### src/rtl/mdu_iter_pkg.sv
// Shared RV32M multiply/divide definitions: op encodings, FSM states, latency.
// Also holds the operand sign-conditioning helpers used at acceptance.
package mdu_iter_pkg;

  localparam int MDU_XLEN    = 32;
  localparam int MDU_LATENCY = 33;
  localparam int MDU_CNT_W   = 6;

  typedef enum logic [2:0] {
    F3_MUL    = 3'b000,
    F3_MULH   = 3'b001,
    F3_MULHSU = 3'b010,
    F3_MULHU  = 3'b011,
    F3_DIV    = 3'b100,
    F3_DIVU   = 3'b101,
    F3_REM    = 3'b110,
    F3_REMU   = 3'b111
  } funct3_e;

  typedef enum logic [1:0] {
    ST_IDLE   = 2'b00,
    ST_CALC   = 2'b01,
    ST_FINISH = 2'b10
  } state_e;

  // Latched operation: which result to select and whether to negate it.
  typedef struct packed {
    funct3_e funct3;
    logic    neg;
  } op_t;

  function automatic logic op_is_div(input funct3_e f);
    logic [2:0] code;
    code = f;
    return code[2];
  endfunction

  function automatic logic rs1_signed(input funct3_e f);
    return (f == F3_MULH) || (f == F3_MULHSU) || (f == F3_DIV) || (f == F3_REM);
  endfunction

  function automatic logic rs2_signed(input funct3_e f);
    return (f == F3_MULH) || (f == F3_DIV) || (f == F3_REM);
  endfunction

  function automatic logic [MDU_XLEN-1:0] magnitude(input logic [MDU_XLEN-1:0] v,
                                                    input logic               neg);
    return neg ? -v : v;
  endfunction

endpackage

### src/rtl/mdu_iter_if.sv
// Request/response bundle between the EX stage and the multiply/divide unit.
// Requester owns START/KILL/operands; the unit owns BUSY/DONE/RESULT.
interface mdu_iter_if;
  import mdu_iter_pkg::*;

  logic                START;
  logic                KILL;
  logic [2:0]          FUNCT3;
  logic [MDU_XLEN-1:0] OPERAND1;
  logic [MDU_XLEN-1:0] OPERAND2;
  logic                BUSY;
  logic                DONE;
  logic [MDU_XLEN-1:0] RESULT;

  modport master (
    output START, KILL, FUNCT3, OPERAND1, OPERAND2,
    input  BUSY, DONE, RESULT
  );

  modport slave (
    input  START, KILL, FUNCT3, OPERAND1, OPERAND2,
    output BUSY, DONE, RESULT
  );

endinterface

### src/rtl/mdu_iter_div_core.sv
// Restoring divider on unsigned magnitudes, one quotient bit per step.
// Latency: 32 steps after load; no backpressure, the caller sequences load/step.
module mdu_div_core
  import mdu_iter_pkg::*;
(
  input  logic                clk,
  input  logic                rst_n,
  input  logic                load,
  input  logic                step,
  input  logic [MDU_XLEN-1:0] dividend,
  input  logic [MDU_XLEN-1:0] divisor,
  output logic [MDU_XLEN-1:0] quotient,
  output logic [MDU_XLEN-1:0] remainder
);

  logic [MDU_XLEN-1:0] quo_q;
  logic [MDU_XLEN-1:0] rem_q;
  logic [MDU_XLEN-1:0] dvsr_q;
  logic [MDU_XLEN:0]   shifted;
  logic                fits;

  // Partial remainder stays below the divisor, so the difference always fits in XLEN bits.
  assign shifted = {rem_q, quo_q[MDU_XLEN-1]};
  assign fits    = (shifted >= {1'b0, dvsr_q});

  always_ff @(posedge clk) begin
    if (!rst_n) begin
      quo_q  <= '0;
      rem_q  <= '0;
      dvsr_q <= '0;
    end else if (load) begin
      quo_q  <= dividend;
      rem_q  <= '0;
      dvsr_q <= divisor;
    end else if (step) begin
      rem_q <= fits ? (shifted[MDU_XLEN-1:0] - dvsr_q) : shifted[MDU_XLEN-1:0];
      quo_q <= {quo_q[MDU_XLEN-2:0], fits};
    end
  end

  assign quotient  = quo_q;
  assign remainder = rem_q;

endmodule

### src/rtl/mdu_iter.sv
// Iterative RV32M multiply/divide unit, one radix-2 step per edge; DONE 33 edges after accept.
// No queueing: START is ignored while BUSY; KILL aborts, RESULT holds its last DONE value.
module mdu_iter
  import mdu_iter_pkg::*;
(
  input  logic        CLK,
  input  logic        RESET,
  mdu_iter_if.slave   bus
);

  localparam int LATENCY = MDU_LATENCY;

  state_e               state_q;
  state_e               state_d;
  logic [MDU_CNT_W-1:0] cnt_q;
  op_t                  op_q;
  logic [MDU_XLEN-1:0]  mcand_q;
  logic [MDU_XLEN-1:0]  mul_hi_q;
  logic [MDU_XLEN-1:0]  mul_lo_q;
  logic [MDU_XLEN-1:0]  result_q;
  logic [MDU_XLEN:0]    mul_sum;
  logic [MDU_XLEN-1:0]  quo;
  logic [MDU_XLEN-1:0]  rem;

  logic                 accept;
  logic                 calc_last;
  logic                 step_en;
  logic                 busy;
  logic                 done;

  funct3_e              f3_in;
  logic                 a_neg;
  logic                 b_neg;
  logic [MDU_XLEN-1:0]  a_mag;
  logic [MDU_XLEN-1:0]  b_mag;
  logic                 neg_in;

  logic [2*MDU_XLEN-1:0] prod;
  logic [2*MDU_XLEN-1:0] prod_fix;
  logic [MDU_XLEN-1:0]   quo_fix;
  logic [MDU_XLEN-1:0]   rem_fix;
  logic [MDU_XLEN-1:0]   finish_val;

  // Sign conditioning at acceptance: both datapaths only ever see magnitudes.
  always_comb begin
    f3_in = funct3_e'(bus.FUNCT3);
    a_neg = rs1_signed(f3_in) & bus.OPERAND1[MDU_XLEN-1];
    b_neg = rs2_signed(f3_in) & bus.OPERAND2[MDU_XLEN-1];
    a_mag = magnitude(bus.OPERAND1, a_neg);
    b_mag = magnitude(bus.OPERAND2, b_neg);
    if (!op_is_div(f3_in)) begin
      neg_in = a_neg ^ b_neg;
    end else if ((f3_in == F3_REM) || (f3_in == F3_REMU)) begin
      neg_in = a_neg;
    end else begin
      // A zero divisor must leave the all-ones quotient un-negated.
      neg_in = (a_neg ^ b_neg) & (bus.OPERAND2 != '0);
    end
  end

  assign accept    = (state_q == ST_IDLE) && bus.START && !bus.KILL;
  assign calc_last = (cnt_q == MDU_CNT_W'(LATENCY - 1));
  assign step_en   = (state_q == ST_CALC) && !calc_last;

  always_ff @(posedge CLK) begin
    if (!RESET) begin
      state_q <= ST_IDLE;
    end else begin
      state_q <= state_d;
    end
  end

  always_comb begin
    state_d = state_q;
    unique case (state_q)
      ST_IDLE:   if (accept)    state_d = ST_CALC;
      ST_CALC:   if (calc_last) state_d = ST_FINISH;
      ST_FINISH: state_d = ST_IDLE;
      default:   state_d = ST_IDLE;
    endcase
    if (bus.KILL) begin
      state_d = ST_IDLE;
    end
  end

  always_comb begin
    busy = 1'b0;
    done = 1'b0;
    unique case (state_q)
      ST_CALC:   busy = 1'b1;
      ST_FINISH: done = 1'b1;
      default: ;
    endcase
  end

  assign bus.BUSY   = busy;
  assign bus.DONE   = done;
  assign bus.RESULT = result_q;

  // Shift-add multiply: {carry, hi, lo} shifts right once per step, lo starts as the multiplier.
  assign mul_sum = {1'b0, mul_hi_q} + (mul_lo_q[0] ? {1'b0, mcand_q} : {(MDU_XLEN+1){1'b0}});

  always_ff @(posedge CLK) begin
    if (!RESET) begin
      cnt_q    <= '0;
      op_q     <= '0;
      mcand_q  <= '0;
      mul_hi_q <= '0;
      mul_lo_q <= '0;
    end else if (accept) begin
      cnt_q    <= '0;
      op_q     <= '{funct3: f3_in, neg: neg_in};
      mcand_q  <= a_mag;
      mul_hi_q <= '0;
      mul_lo_q <= b_mag;
    end else if (step_en) begin
      cnt_q    <= cnt_q + MDU_CNT_W'(1);
      mul_hi_q <= mul_sum[MDU_XLEN:1];
      mul_lo_q <= {mul_sum[0], mul_lo_q[MDU_XLEN-1:1]};
    end
  end

  mdu_div_core u_div_core (
    .clk       (CLK),
    .rst_n     (RESET),
    .load      (accept),
    .step      (step_en),
    .dividend  (a_mag),
    .divisor   (b_mag),
    .quotient  (quo),
    .remainder (rem)
  );

  always_comb begin
    prod     = {mul_hi_q, mul_lo_q};
    prod_fix = op_q.neg ? -prod : prod;
    quo_fix  = op_q.neg ? -quo  : quo;
    rem_fix  = op_q.neg ? -rem  : rem;
    unique case (op_q.funct3)
      F3_MUL:                       finish_val = prod_fix[MDU_XLEN-1:0];
      F3_MULH, F3_MULHSU, F3_MULHU: finish_val = prod_fix[2*MDU_XLEN-1:MDU_XLEN];
      F3_DIV, F3_DIVU:              finish_val = quo_fix;
      default:                      finish_val = rem_fix;
    endcase
  end

  // RESULT loads on the edge entering FINISH and then holds until the next completion.
  always_ff @(posedge CLK) begin
    if (!RESET) begin
      result_q <= '0;
    end else if ((state_q == ST_CALC) && calc_last && !bus.KILL) begin
      result_q <= finish_val;
    end
  end

endmodule

### src/flat_wrapper.sv
// flat-port wrapper written by rule: the top's interface ports become plain ports
module mdu_iter_flat import mdu_iter_pkg::*;
  (CLK, RESET, bus_START, bus_KILL, bus_FUNCT3, bus_OPERAND1, bus_OPERAND2, bus_BUSY, bus_DONE, bus_RESULT);
  mdu_iter_if bus_i ();
  input  logic CLK;
  input  logic RESET;
  input wire logic [$bits(bus_i.START)-1:0] bus_START;
  input wire logic [$bits(bus_i.KILL)-1:0] bus_KILL;
  input wire logic [$bits(bus_i.FUNCT3)-1:0] bus_FUNCT3;
  input wire logic [$bits(bus_i.OPERAND1)-1:0] bus_OPERAND1;
  input wire logic [$bits(bus_i.OPERAND2)-1:0] bus_OPERAND2;
  output wire logic [$bits(bus_i.BUSY)-1:0] bus_BUSY;
  output wire logic [$bits(bus_i.DONE)-1:0] bus_DONE;
  output wire logic [$bits(bus_i.RESULT)-1:0] bus_RESULT;
  assign bus_i.START = bus_START;
  assign bus_i.KILL = bus_KILL;
  assign bus_i.FUNCT3 = bus_FUNCT3;
  assign bus_i.OPERAND1 = bus_OPERAND1;
  assign bus_i.OPERAND2 = bus_OPERAND2;
  assign bus_BUSY = bus_i.BUSY;
  assign bus_DONE = bus_i.DONE;
  assign bus_RESULT = bus_i.RESULT;
  mdu_iter u_core (.CLK(CLK), .RESET(RESET), .bus(bus_i));
endmodule
### config.mk
export PLATFORM = sky130hd
export DESIGN_NAME = mdu_iter_flat
export DESIGN_NICKNAME = d
export VERILOG_FILES = /design/src/rtl/mdu_iter_pkg.sv /design/src/rtl/mdu_iter_if.sv /design/src/rtl/mdu_iter_div_core.sv /design/src/rtl/mdu_iter.sv /design/src/flat_wrapper.sv
export SDC_FILE = /design/constraint.sdc
export NUM_CORES = 1
export LEC_CHECK = 0
export CAP_MARGIN = 20
export CORE_ASPECT_RATIO = 2
export CORE_MARGIN = 4
export CORE_UTILIZATION = 55
export CTS_CLUSTER_DIAMETER = 80
export CTS_CLUSTER_SIZE = 30
export DETAILED_ROUTE_END_ITERATION = 12
export GPL_TIMING_DRIVEN = 0
export PLACE_DENSITY = 0.75
export SLEW_MARGIN = 20
export SYNTH_ARGS = -nofsm -noshare
export SYNTH_HDL_FRONTEND = slang
export SYNTH_SLANG_ARGS = --single-unit
export TNS_END_PERCENT = 1
### constraint.sdc
create_clock -name CLK -period 5.95 [get_ports CLK]
set_input_delay 1.19 -clock CLK [delete_from_list [all_inputs] [get_ports CLK]]
set_output_delay 1.19 -clock CLK [all_outputs]
set_load 0.05 [all_outputs]
; ---- Yosys cells after proc, flatten, opt, wreduce, memory -nomap -nowiden
; Index checks and enable logic that the tools add are counted.
[op_classes]
add_sub_neg = 8
n_lt_le_gt_ge = 1
eq_ne = 15
n_mux = 19
bitwise = 5
n_reduce_logical = 22
[ops]
columns = cell, count
row1 = two-way mux 32 bit, 10
row2 = negation 32 bit, 4
row3 = case mux 32 bit (3 select lines), 1
row4 = two-way mux 64 bit, 1
row5 = negation 64 bit, 1
row6 = adder 32 x 33 -> 33 bit, 1
row7 = greater-or-equal comparator 33 x 32 -> 1 bit, 1
row8 = nonzero test 32 bit, 1
row9 = subtractor 32 bit, 1
row10 = equality test 3 bit (second input constant), 5
row11 = equality test 3 x 2 -> 1 bit (second input constant), 3
row12 = adder 6 x 1 -> 6 bit (second input constant), 1
row13 = equality test 3 x 1 -> 1 bit (second input constant), 2
row14 = equality test 6 bit (second input constant), 1
row15 = logical OR 1 bit, 6
row16 = OR reduction 2 bit, 3
row17 = logical AND 1 bit, 5
row18 = two-way mux 1 bit, 4
row19 = two-way mux 2 bit, 2
row20 = != test 2 x 1 -> 1 bit (second input constant), 2
row21 = case mux 2 bit (2 select lines), 1
row22 = AND 1 bit, 3
row23 = zero test 3 bit, 1
row24 = OR reduction 3 bit, 1
row25 = 8 further kinds, 9
[word_totals]
regBits = 236
in_bits = 71
out_inout_bits = 34
word_cells = 81

; ---- Depth between registers and ports, before layout
[depth]
ltp_word = 9
mapped_depth = 14
ltp_nobuf = 13

; ---- By module
; A second synthesis with hierarchy kept.
[hier_totals]
cells_unflattened = 2315
hier_area_um2 = 17903.4
[modules_own_cells]
columns = module, instances, cells_per_inst, area_each_um2, seq_area_each_um2
row1 = mdu_iter, 1, 1563, 11661.2, 2802.7
row2 = mdu_div_core, 1, 752, 6242.2, 1921.8

; ---- Worst setup path after synthesis
; OpenSTA, ideal clock, no wires.
[synth_path]
path_type = input to register
startpoint = input bus_OPERAND2[12]
endpoint = register u_core.mul_lo_q[26]
t_arrival_ns = 3.242
required_time_ns = 5.814
slack_ns = 2.572
stages = 8
path_buffers = 0
path_cell_list = or4_1 -> or3_1 -> nor4_1 -> nand3_1 -> o31ai_1 -> xnor2_1 -> o21ai_0 -> a31oi_1
[synth_between]
elab_chain_len = 3
[synth_rtl]
columns = element, line_no
row1 = "start, declared", flat_wrapper.sv:11  ; input wire logic [$bits(bus_i.OPERAND2)-1:0] bus_OPERAND2;
row2 = negation 32 bit, mdu_iter_pkg.sv:48  ; return neg ? -v : v;
row3 = two-way mux 32 bit, mdu_iter_pkg.sv:48
row4 = two-way mux 32 bit, mdu_iter.sv:110  ; end else if (accept) begin
row5 = "end signal, assigned", mdu_iter.sv:115  ; mul_lo_q <= b_mag;
row6 = "end signal, assigned", mdu_iter.sv:119  ; mul_lo_q <= {mul_sum[0], mul_lo_q[MDU_XLEN-1:1]};
row7 = "end, declared", mdu_iter.sv:19  ; logic [MDU_XLEN-1:0] mul_lo_q;
; No other way between the ends.
; A chain may end at the register's enable or synchronous reset.

; ---- Final worst setup path
[layout_path]
startpoint = input bus_OPERAND2[2]
endpoint = register u_core.mul_lo_q[24]
; Same word-level chain as after synthesis.

==> flow_summary.yaml <==
status:
  run_status: "finished clean"
pwr:
  vdd_drop_max_uv: 230
  p_per_area_mw_per_mm2: 209
  leakagePower_uw: 0.00692
  power_uw: 3840
cells_and_area:
  fin_util_pct: 62.2
  multi_input_area_mm2: 0.0110
  drive_gt1_share_pct: 2.18
  fill_cells: 2756
  num_antenna_cells: 0
  area_growth_pct: 11.5
  seqCellArea_mm2: 0.00472
  nNetsFinal: 2479
yosys:
  synth_edf_count: 0
  synthXorXnorAreaFrac_pct: 12.3
  ys_seq_area_share_pct: 28.7
  syn_area_per_cell_um2: 7.43
  synthTopCellsByArea: "dfxtp_1 29%, o21ai_0 6.8%, nand2_1 6.6%"
  synth_compound_area_share_pct: 26.6
  syn_area_mm2: 0.0165
  ys_ff_latch: 236
  synthAdderAreaFrac_pct: 5.64
  post_synth_num_cell_types: 70
  synthSimpleGateAreaFrac_pct: 21.3
  syn_nets: 2359
  synthArstFlopShare_pct: 0
  yosysWarningCount: 0
  yosysTopAreaCellShare_pct: 28.7
  yosys-mux-area-fraction_pct: 0.989
  synthFlopType: "dfxtp_1"
  netlist_instances: 2215
  yosysTopAreaCell: "dfxtp_1"
  synth_top_family_by_area: "compound AO/OA/AOI/OAI gates"
cts:
  cts.sinks: 236
  cts_root_buf: "clkbuf_16"
  ctsLongestPathBuffers: 3
  cts_resized: 0
  htreeDepth: 1
  post-cts-setup-buffer-count: 0
  clk_latency_ps: 530
  cts_tree: "yes"
  numCtsBuffers: 12
  postCtsHoldBufs: 0
  clkTransAtPathRegs_ps: 120
setup_path:
  crit_slowest_cell: "nor4_1"
  cp_common_cell: "nor4_1"
  worstReg2RegStart: "u_core.mul_lo_q[0]$_SDFFE_PN0P_"
  cp-end-kind: "register"
  crit_path_max_fanout: 5
  crit_path_start_kind: "input port"
  worst-endpoint-required_ps: 6350
  critPathArrivalTime_ps: 4940
  cp-startpoint: "bus_OPERAND2[2]"
  cpLargestDelayFamily: "simple AND/OR/NAND/NOR gates"
  crit_chain: "clkdlybuf4s50_1, nor4_1, nand4b_1, or3_1, nor4_1, and3_1, nor2_1, xnor2_1, o21ai_0, a31oi_1"
  critPathKind: "input port to register"
  crit_buf_inv: 1
  critical_path.max_stage_delay_ps: 620
sta:
  relSlewSlack_pct: 24.8
  finalClockSkew_ps: 20.2
  post-route-period-util_pct: 76.2
  hold_slack_ps: 464
  drv_slew: 0
  setup_violations: 0
  tns_ps: 0
  max_freq_mhz: 221
  finalHoldViolations: 0
  fin_crit_ps: 4530
  rsz0062_at_grt: "false"
  worst_slew_pin_slew_ps: 1130
floorplanning:
  chipWidth_um: 130
  die_y_um: 253
  rows: 89
  initial_core_util_pct: 55.8
  die-area_mm2: 0.0329
  io_pins: 105
  core-area_mm2: 0.0295
detailed_routing:
  drt-initial-drc-count: 1410
  wl_per_cell_um: 25.6
  via_per_inst: 6.51
  via_count: 17600
  route.detailed.drc: 0
  dr.pass1.iters: 5
  wirelength_um: 69100
  ant_nets: 0
grt:
  grt.overflow.total: 0
  grt_pass1_vias: 17200
  grt_max_degree: 31
  grt_pass1_wl_um: 101000
  antenna_found_initial: 0
  track_usage_pct: 41.0
hold_path:
  min_from: "u_core.mcand_q[31]$_SDFFE_PN0P_"
  worstHoldPathType: "register to register"
place:
  gp_congestion: 1.08
  io_buffers: 104
  dp_hpwl_um: 55500
run:
  maxCapViolCount: 0
[metal layers]
layer  vias up  GRT usage, %  wire, um
met1      8299          40.6     22600
met4         0          41.2      8670
li1       8145             -         -
met2       811          70.2     33900
met5         -             0         0
met3       335          4.89      4040
[metrics by stage]
step | setup WS, ps | instances | instance area [um^2]
2_1_floorplan | 2570 | 2215 | 16500
3_3_place_gp | -174 | 2683 | 17900
3_5_place_dp | 956 | 2685 | 18000
4_1_cts | 1490 | 2702 | 18400
5_1_grt | 1290 | 2702 | 18400
6_report | 1420 | 2702 | 18400
[sequential cells by signal (all words and copies together), names as in the netlist]
signal	flops
u_core.op_q	4
u_core.u_div_core.dvsr_q	32
u_core.u_div_core.quotient	32
u_core.mcand_q	32
u_core.mul_lo_q	32
u_core.cnt_q	6
u_core.state_q	2
u_core.bus.RESULT	32
u_core.mul_hi_q	32
u_core.u_div_core.remainder	32
[power breakdown]
group          leakage [uW]  internal [uW]  switching [uW]  total, uW
sequential          0.00193           1650            88.7       1740
clock              0.000187            428             593       1020
combinational       0.00481            378             698       1080
total               0.00692           2460            1380       3840
[worst min-delay path: cells and delay by family, from the launching register on]
family           cells  cell delay, ps
AND/OR/NAND/NOR      1              50
AO/OA/AOI/OAI        1              50
flip-flops           1             330
[final timing paths]
| path | endpoint | cells past startpoint | slack (ps) |
|---|---|---|---|
| setup / recovery | u_core.mul_lo_q[24]$_SDFFE_PN0P_ | 10 | 1420 |
| hold / removal | u_core.mcand_q[31]$_SDFFE_PN0P_ | 2 | 460 |
| setup reg to reg | u_core.mul_hi_q[30]$_SDFFE_PP0P_ | 12 | 1690 |
| hold reg to reg | u_core.mcand_q[31]$_SDFFE_PN0P_ | 2 | 460 |
[layout by cell type, fill, tap and decap left out, drive strengths merged, types with 10 or more instances in the layout]
cell             n
nor4            14
xnor2          109
o22ai           15
o41ai           27
clkdlybuf4s50  104
o21bai          10
o221ai          13
a211oi          26
o211ai          11
nand3           40
nor2           195
or2             13
dfxtp          236
nor3            42
a221oi          15
o31ai           42
and3            14
or3             20
and2            39
mux2i           14
nand2b          20
or4             21
inv             67
ha              71
a31oi           71
xor2           122
a21o            30
nand2          288
nor2b           22
o21ai          224
a21oi          187
clkbuf         138
o21a            10
[final cells by class]
| cell class | instances | area share (%) |
|---|---|---|
| multi-input cells | 1785 | 60.0 |
| flip-flops and latches | 236 | 25.7 |
| repair buffers | 106 | 5.76 |
| plain buffers | 130 | 2.67 |
| well taps | 364 | 2.48 |
| clock buffers | 14 | 1.85 |
| inverters | 64 | 1.31 |
| clock inverters | 3 | 0.211 |
[synthesized netlist by cell type (all sizes together) (27+ instances only)]
cell / number
nor3: 42
nor2: 195
xor2: 122
o41ai: 27
a31oi: 71
o31ai: 42
o21ai: 224
a21o: 30
dfxtp: 236
nand3: 40
inv: 64
xnor2: 109
ha: 71
and2: 39
clkbuf: 124
a21oi: 187
nand2: 288
[cell families after synthesis]
kind of cell,after synthesis
buf+inv,194
xor+xnor,231
compound gates,715
simple gates,751
mux,15
fa+ha+maj,73
flops,236
Power figures use the tool's default switching activity.
